File: config.mk
export PLATFORM = sky130hd
export DESIGN_NAME = mem_arbiter
export DESIGN_NICKNAME = d
export VERILOG_FILES = /design/src/rtl/mem_arbiter.sv
export SDC_FILE = /design/constraint.sdc
export NUM_CORES = 1
export LEC_CHECK = 0
export CAP_MARGIN = 20
export CORE_MARGIN = 2
export CORE_UTILIZATION = 35
export DETAILED_ROUTE_END_ITERATION = 8
export GPL_TIMING_DRIVEN = 0
export PLACE_DENSITY = 0.74
export SETUP_SLACK_MARGIN = 0.02
export SLEW_MARGIN = 20
export SYNTH_ARGS = -nofsm -noshare
export SYNTH_HDL_FRONTEND = slang
export SYNTH_SLANG_ARGS = --single-unit
File: constraint.sdc
create_clock -name clk -period 3.4 [get_ports clk]
set_input_delay 0.51 -clock clk [delete_from_list [all_inputs] [get_ports clk]]
set_output_delay 0.51 -clock clk [all_outputs]
set_load 0.05 [all_outputs]
File: src/rtl/mem_arbiter.sv
// mem_arbiter: shares one pipelined memory port between an instruction-cache
// fill requester and a data-side requester (block fill or single-word write).
// Fills issue eight sequential reads and forward each word MEM_LAT cycles later.
// A tie in IDLE is granted opposite to the previous grant.
module mem_arbiter #(
  parameter int MEM_LAT     = 4,
  parameter int BLOCK_WORDS = 8
) (
  input  logic        clk,
  input  logic        rst_n,
  input  logic        i_req,
  input  logic [15:0] i_addr,
  input  logic        d_req,
  input  logic        d_we,
  input  logic [15:0] d_addr,
  input  logic [15:0] d_wdata,
  output logic        mem_en,
  output logic        mem_wr,
  output logic [15:0] mem_addr,
  output logic [15:0] mem_wdata,
  input  logic [15:0] mem_rdata,
  output logic        i_fill_valid,
  output logic        d_fill_valid,
  output logic [2:0]  fill_word,
  output logic [15:0] fill_data,
  output logic        i_done,
  output logic        d_done,
  output logic        busy
);

  localparam logic [1:0] IDLE    = 2'd0;
  localparam logic [1:0] I_FILL  = 2'd1;
  localparam logic [1:0] D_FILL  = 2'd2;
  localparam logic [1:0] D_WRITE = 2'd3;

  localparam logic GRANT_I = 1'b0;
  localparam logic GRANT_D = 1'b1;

  localparam logic [2:0] LAST_WORD = 3'(BLOCK_WORDS - 1);

  logic [1:0]         state;
  logic               lastGrant;
  logic [15:0]        xferAddr;
  logic [15:0]        xferWdata;
  logic [2:0]         issueCnt;
  logic [2:0]         retCnt;
  logic               issueDone;
  logic [MEM_LAT-1:0] readPipe;

  logic inFill;
  logic issuing;
  logic retValid;
  logic lastRet;

  // A read is issued every fill cycle until all words have gone out; the
  // delay line marks which cycles carry a returning word.
  assign inFill   = (state == I_FILL) || (state == D_FILL);
  assign issuing  = inFill && !issueDone;
  assign retValid = inFill && readPipe[MEM_LAT-1];
  assign lastRet  = retValid && (retCnt == LAST_WORD);

  // Arbitration in IDLE, request latching at grant, and return to IDLE on completion.
  always_ff @(posedge clk) begin
    if (!rst_n) begin
      state     <= IDLE;
      lastGrant <= GRANT_I;
      xferAddr  <= '0;
      xferWdata <= '0;
    end else begin
      case (state)
        IDLE: begin
          if (i_req && (!d_req || lastGrant == GRANT_D)) begin
            state     <= I_FILL;
            lastGrant <= GRANT_I;
            xferAddr  <= i_addr;
            xferWdata <= '0;
          end else if (d_req) begin
            state     <= d_we ? D_WRITE : D_FILL;
            lastGrant <= GRANT_D;
            xferAddr  <= d_addr;
            xferWdata <= d_wdata;
          end
        end
        I_FILL, D_FILL: begin
          if (lastRet) begin
            state <= IDLE;
          end
        end
        default: begin
          state <= IDLE;
        end
      endcase
    end
  end

  // Independent issue and return word counters; both restart whenever the arbiter is idle.
  always_ff @(posedge clk) begin
    if (!rst_n || state == IDLE) begin
      issueCnt  <= '0;
      retCnt    <= '0;
      issueDone <= 1'b0;
    end else begin
      if (issuing) begin
        issueCnt <= issueCnt + 3'd1;
        if (issueCnt == LAST_WORD) begin
          issueDone <= 1'b1;
        end
      end
      if (retValid) begin
        retCnt <= retCnt + 3'd1;
      end
    end
  end

  // Delay line tracking outstanding reads; reset flushes reads still in flight.
  always_ff @(posedge clk) begin
    if (!rst_n) begin
      readPipe <= '0;
    end else begin
      for (int i = MEM_LAT - 1; i > 0; i--) begin
        readPipe[i] <= readPipe[i-1];
      end
      readPipe[0] <= issuing;
    end
  end

  // Output decode; every field is forced to zero when its qualifier is low.
  always_comb begin
    mem_en       = issuing || (state == D_WRITE);
    mem_wr       = (state == D_WRITE);
    mem_addr     = '0;
    mem_wdata    = '0;
    if (issuing) begin
      mem_addr = {xferAddr[15:4], issueCnt, 1'b0};
    end else if (state == D_WRITE) begin
      mem_addr  = xferAddr;
      mem_wdata = xferWdata;
    end
    i_fill_valid = retValid && (state == I_FILL);
    d_fill_valid = retValid && (state == D_FILL);
    fill_word    = retValid ? retCnt : 3'd0;
    fill_data    = retValid ? mem_rdata : 16'd0;
    i_done       = lastRet && (state == I_FILL);
    d_done       = (lastRet && (state == D_FILL)) || (state == D_WRITE);
    busy         = (state != IDLE);
  end

endmodule
==> flow_summary.toml, run 1 <==
[floorplanning]
die_width_um = 84.6
initial_core_util = 0.360
fp.coreArea_um2 = 6310
die_h_um = 84.6
die_area_um2 = 7150
rows = 29
io_pins = 127

[logic_synthesis]
synth_common_cells = "46 x dfxtp_1, 35 x o21ai_0, 24 x and2_1, 22 x and3_1, 21 x a21oi_1"
synthTopCellsByArea = "dfxtp_1 41%, o21ai_0 7.7%, and2_1 6.6%, a22o_1 6.2%, and3_1 6.1%"
synth.avg_cell_area_um2 = 8.51
synth_cell_type_count = 29
synth_seq_area_share = 0.406
ys_ff_latch = 46
synth_flop_cell = "dfxtp_1"
synth_top_area_share = 0.406
synth_area_leader_cell = "dfxtp_1"
syn_area_um2 = 2270
synth_enable_flop_cells = 0
yosysMostFrequentCell = "dfxtp_1"
syn-num-nets = 344
ys_async_sr_fraction = 0
synth_warnings = 0
syn-instance-count = 267

[global_route]
overflow = 0
grt_usage = 0.197
grt_max_degree = 14
grt_antenna_before_repair = 0
grt_pass1_vias = 2375
grt_pass1_wl_mm = 11.5

[clock_tree]
clkSlewWorstSetupHoldPaths_ns = 0.08
cts_hold_buf = 0
h-tree-depth = 2
clockRootBuffer = "clkbuf_8"
cts_tree = "built"
numCtsBuffers = 5
worstSkewPairLatency_ns = 0.30
clk_path_buf_depth = 2
clock_sinks = 46

[sta]
setup_viol = 0
finalHoldViolations = 0
slew_violations = 0
worst_slack_ns = 0.233
skew_ns = 0.00436
max_slew_margin = 0.642
fin_crit_ns = 3.17
fmax_mhz = 316
fin_crit_sh = 0.932
rsz0062_at_grt = "no"
tns_ns = 0
worst_pin_slew_ns = 0.536

[final_layout]
final_nets = 475
finalNonFillerCells = 476
antenna_cells = 0
n_fill_cell = 607
layout-drive-gt1-share = 0.0602
final_util = 0.589
area_growth_syn_to_layout_pct = 63.6

[routing]
drt_wl_total_mm = 7.03
wl_per_cell_um = 14.8
post_drt_via_cell_ratio = 5.16
drt.antenna.violating_nets = 0
vias = 2455
detail_route.first_pass.iterations = 5
drc = 0
first_iter_violations = 116

[power_and_ir_drop]
intPower_mw = 1.32
max-vdd-ir-drop_mv = 0.459
switching_share = 0.445
total_power_mw = 2.38
p_switching_mw = 1.06
pwr-share-seq = 0.313
p_comb_frac = 0.524
p_leak_nw = 1.63
pwr_density_cell_nw_per_um2 = 642
clock_power_share = 0.163

[place]
pre_cts_slack_ns = 0.0868
port_buffers = 124
gp_congestion = 0.797
dpl.hpwl_mm = 5.33
place_inst = 468

[critical_path]
worstPathRequired_ns = 2.89
crit_type = "reg2out"
worstPathMaxFanout = 10
cp.arrival_ns = 2.66
crit_path_end_kind = "primary output"
worst_setup_path_start_kind = "flop"

[worst_hold_path]
min_path_type = "reg2reg"

[outcome]
outcome = "finished clean"

[flow_run]
maxCapViolCount = 0
-- worst max-delay path, cell delays in order (launching register included) --
cell             delay (ns)
dfxtp_1                0.40
inv_1                  0.09
ha_1                   0.36
nor2b_1                0.20
nor2b_2                0.29
clkbuf_1               0.32
and2_1                 0.18
clkdlybuf4s15_1        0.51
-- placed cells by master (no fill, tap or decap), types with 4 or more instances in the layout --
cell             synthesis  final
inv_1                    5      5
buf_2                    7      7
o21ai_0                 35     35
a21oi_1                 21     21
and2_1                  24     24
a22o_1                  16     16
dlymetal6s2s_1           0      4
dlygate4sd2_1            0      9
a31oi_1                 16     16
and3_1                  22     22
nor2b_1                 15     14
clkbuf_1                12     11
dfxtp_1                 46     46
clkdlybuf4s50_1          0    101
clkdlybuf4s15_1          0      9
nand2_1                 13     13
ha_1                     8      8
clkbuf_8                 0      8
nor2_1                   7      7
-- path summary, 6_finish.rpt --
check,slack (ns),end,depth (start not counted),start
max,0.23,mem_wdata[9],7,state[0]$_SDFFE_PN0P_
min,0.45,readPipe[3]$_SDFF_PN0_,1,readPipe[2]$_SDFF_PN0_
max reg2reg,1.58,xferAddr[9]$_SDFFE_PN0P_,6,state[0]$_SDFFE_PN0P_
min reg2reg,0.45,readPipe[3]$_SDFF_PN0_,1,readPipe[2]$_SDFF_PN0_
-- area by class of cell --
type,instances,area [µm²],area share
Buffer,22,115,0.0310
Tap cell,77,96.3,0.0259
Inverter,5,18.8,0.00505
Timing Repair Buffer,124,1230,0.332
Multi-Input combinational cell,194,1220,0.328
Sequential cell,46,921,0.248
Clock buffer,8,110,0.0296
-- state kept, by name (all words and copies together), names as in the netlist --
name,flops
retCnt,3
xferWdata,16
readPipe,4
issueDone,1
xferAddr,16
lastGrant,1
state,2
issueCnt,3
-- metal layers --
| layer | routed length, µm | share of wire | GRT usage | up-vias |
|---|---|---|---|---|
| met3 | 728 | 0.10 | 0.0678 | 8 |
| li1 | - | - | - | 1208 |
| met4 | 89 | 0.013 | 0.0563 | 0 |
| met2 | 3210 | 0.46 | 0.313 | 123 |
| met1 | 3010 | 0.43 | 0.256 | 1116 |
| met5 | 0 | 0 | 0 | - |
-- metrics by stage --
step	area (µm²)	hold slack, ns
global placement	3610	0.415
global route	3720	0.466
detailed placement	3610	0.432
floorplan	2270	0.412
CTS	3700	0.452
finish	3720	0.447
-- power groups by stage --
stage | clock (mW) | sequential, mW | combinational, mW
6_report | 0.389 | 0.746 | 1.25
2_1_floorplan | 0 | 0.736 | 0.870
3_5_place_dp | 0 | 0.756 | 1.27
3_3_place_gp | 0 | 0.749 | 1.25
5_1_grt | 0.425 | 0.761 | 1.36
4_1_cts | 0.398 | 0.745 | 1.25
-- what timing repair did --
action,in CTS,in global routing
resized for setup,20,17
buffers inserted,0,0
endpoints found under the setup margin,19,14
-- cells by family (layout without fill, tap and decap cells) --
logic type,count (synthesis),count (layout),share of synthesized area
AOI/OAI and AO/OA,97,97,0.264
DFF,46,46,0.406
xor gates and xnor gates,2,2,0.00771
muxes,2,2,0.00882
buffers and inverters,27,159,0.0584
and+or+nand+nor,85,85,0.212
adders and majority gates,8,8,0.0441
No activity file was read; power rests on OpenSTA's default activity.
==> run 2: changes to the inputs <==
--- a/config.mk
+++ b/config.mk
@@ -5,12 +5,14 @@
 export SDC_FILE = /design/constraint.sdc
 export NUM_CORES = 1
 export LEC_CHECK = 0
+export ABC_AREA = 1
 export CAP_MARGIN = 20
 export CORE_MARGIN = 2
 export CORE_UTILIZATION = 35
+export CTS_CLUSTER_SIZE = 12
 export DETAILED_ROUTE_END_ITERATION = 8
 export GPL_TIMING_DRIVEN = 0
-export PLACE_DENSITY = 0.74
+export PLACE_DENSITY = 0.72
 export SETUP_SLACK_MARGIN = 0.02
 export SLEW_MARGIN = 20
 export SYNTH_ARGS = -nofsm -noshare
==> run 2 against run 1 <==
Core utilization down 1.9 points. Global-route usage down 0.72 points. Critical path depth up 1. Fmax up 3.5%. Sequential share of layout area down 1.2 points. First-iteration DRC count up 31%. Worst setup slack better by 0.11 ns. Clock-buffer cell count down 2. Power down 32%. Combinational power down 48%. Sequential power down 16%. Synthesized area up 10%. Largest cell class unchanged.
==> flow_summary.toml, run 2 <==
[sta]
fin_crit_sh = 0.900
worst_pin_slew_ns = 0.525
rsz0062_at_grt = "no"
skew_ns = 0.0126
slew_violations = 0
max_slew_margin = 0.650
finalHoldViolations = 0
setup_viol = 0
fmax_mhz = 327
tns_ns = 0
fin_crit_ns = 3.06
worst_slack_ns = 0.341

[final_layout]
final_common_cell = "nand2_1"
mostFrequentLayoutCells = "116 x nand2_1, 110 x clkdlybuf4s50_1, 61 x nor2_1, 50 x inv_1, 46 x dfxtp_1"
antenna_cells = 0
final_nets = 603
area_growth_syn_to_layout_pct = 56.6
layout-drive-gt1-share = 0.0645
n_fill_cell = 690
multi_input_comb_area_um2 = 1260
top_regs = "xferAddr: 16 flops, xferWdata: 16 flops, readPipe: 4 flops"
finalNonFillerCells = 623
final-seq-area_um2 = 921

[outcome]
outcome = "finished clean"

[logic_synthesis]
synth_top_family_by_area = "simple AND/OR/NAND/NOR gates"
synth_flop_cell = "dfxtp_1"
synth.avg_cell_area_um2 = 6.33
syn_area_um2 = 2500
synth_compound_area_frac = 0.108
yosys.area_share.adder = 0.0401
ys_async_sr_fraction = 0
yosysMostFrequentCell = "nand2_1"
synthMuxAreaShare = 0
syn-num-nets = 472
synth_seq_area_share = 0.369
synth_top_area_share = 0.369
synth_common_cells = "116 x nand2_1, 62 x nor2_1, 50 x inv_1, 46 x dfxtp_1, 42 x a21oi_1"
synth_enable_flop_cells = 0
ys_ff_latch = 46
synthTopCellsByArea = "dfxtp_1 37%, nand2_1 17%, nor2_1 9.3%, a21oi_1 8.4%, inv_1 7.5%"
syn-instance-count = 395
synth_area_leader_cell = "dfxtp_1"
synth_xor_area_frac = 0
synth_warnings = 0
synth_cell_type_count = 18
synthSimpleGateAreaFrac = 0.357

[clock_tree]
cts_tree = "built"
post-cts-setup-buffers = 0
clockRootBuffer = "clkbuf_8"
numCtsBuffers = 5
h-tree-depth = 2
worstSkewPairLatency_ns = 0.30
clkSlewWorstSetupHoldPaths_ns = 0.09
clock_sinks = 46
clk_path_buf_depth = 2

[routing]
drc = 0
first_iter_violations = 152
wl_per_cell_um = 11.8
drt_wl_total_mm = 7.33
post_drt_via_cell_ratio = 4.51
vias = 2812
detail_route.first_pass.iterations = 4
drt.antenna.violating_nets = 0

[place]
port_buffers = 124
gp_congestion = 0.798
place_inst = 615
dpl.hpwl_mm = 5.71
pre_cts_slack_ns = 0.215

[floorplanning]
fp.coreArea_um2 = 6870
io_pins = 127
die_area_um2 = 7830
initial_core_util = 0.364
die_h_um = 88.5
die_width_um = 88.5
rows = 30

[global_route]
grt_pass1_wl_mm = 11.8
overflow = 0
grt_usage = 0.190
grt_antenna_before_repair = 0
grt_pass1_vias = 2637
grt_max_degree = 15

[flow_run]
maxCapViolCount = 0

[critical_path]
worstPathMaxFanout = 10
cp.arrival_ns = 2.55
worstPathRequired_ns = 2.89
worst_setup_path_start_kind = "flop"
crit_path_end_kind = "primary output"
crit_type = "reg2out"

[power_and_ir_drop]
pwr_density_cell_nw_per_um2 = 413
p_leak_nw = 1.74
max-vdd-ir-drop_mv = 0.183

[worst_hold_path]
min_path_type = "reg2reg"
==> run 2: critical path, cell delays in order, from the launching register on <==
cell,delay [ns]
dfxtp_1,0.41
inv_1,0.08
ha_1,0.33
inv_1,0.09
nor2_2,0.08
nor2_1,0.29
clkbuf_1,0.42
inv_1,0.08
clkdlybuf4s15_1,0.46
==> run 2: logic make-up (layout without fill, tap and decap cells) <==
| family | Yosys count | in the layout |
|---|---|---|
| and+or+nand+nor | 214 | 214 |
| DFF | 46 | 46 |
| AOI/OAI and AO/OA | 51 | 51 |
| buffers and inverters | 76 | 208 |
| adders and majority gates | 8 | 8 |
==> run 2: layer usage <==
| metal | GRT usage | share of wire | up-vias |
|---|---|---|---|
| met3 | 0.0354 | 0.053 | 6 |
| met1 | 0.253 | 0.47 | 1238 |
| li1 | - | - | 1487 |
| met5 | 0 | 0 | - |
| met4 | 0.0510 | 0.0082 | 0 |
| met2 | 0.318 | 0.47 | 81 |
==> run 2: area by class of cell <==
| type | instances | area share |
|---|---|---|
| Buffer | 25 | 0.0329 |
| Tap cell | 96 | 0.0307 |
| Clock buffer | 6 | 0.0185 |
| Multi-Input combinational cell | 273 | 0.323 |
| Timing Repair Buffer | 124 | 0.307 |
| Sequential cell | 46 | 0.235 |
| Clock inverter | 2 | 0.00352 |
| Inverter | 51 | 0.0489 |
==> run 2: path summary, 6_finish.rpt <==
check	cells after the start	start	end	slack, ns
max reg2reg	6	state[0]$_SDFFE_PN0P_	xferWdata[14]$_SDFFE_PN0P_	1.68
max	8	state[0]$_SDFFE_PN0P_	mem_en	0.34
min	2	readPipe[1]$_SDFF_PN0_	readPipe[2]$_SDFF_PN0_	0.42
min reg2reg	2	readPipe[1]$_SDFF_PN0_	readPipe[2]$_SDFF_PN0_	0.42
==> run 2: report_power, final <==
group          switching (mW)  internal (mW)  leakage (nW)
Clock                   0.190          0.145        0.0452
Sequential             0.0311          0.597         0.376
Combinational           0.424          0.229          1.32
==> run 2: repair_timing <==
action                                  in CTS  in global routing
gates resized for setup                     11                 27
endpoints found under the setup margin      11                 32
endpoints found under the hold margin        0                  0
hold buffers                                 0                  0
==> run 2: metrics by stage <==
stage / hold slack, ns / total power, mW / util / instance area, µm²
final: 0.419 / 1.62 / 0.570 / 3910
after global routing: 0.446 / 1.71 / 0.570 / 3910
after CTS: 0.422 / 1.62 / 0.572 / 3930
after detailed placement: 0.400 / 1.30 / 0.562 / 3860
after global placement: 0.397 / 1.29 / 0.562 / 3860
after floorplan: 0.390 / 1.06 / - / 2500
==> run 3: changes to the inputs <==
--- a/config.mk
+++ b/config.mk
@@ -12,6 +12,7 @@
 export CTS_CLUSTER_SIZE = 12
 export DETAILED_ROUTE_END_ITERATION = 8
 export GPL_TIMING_DRIVEN = 0
+export HOLD_SLACK_MARGIN = 0.02
 export PLACE_DENSITY = 0.72
 export SETUP_SLACK_MARGIN = 0.02
 export SLEW_MARGIN = 20
==> results of run 3 <==
Same layout as run 2: the final DEF is identical, and so are final timing and power.
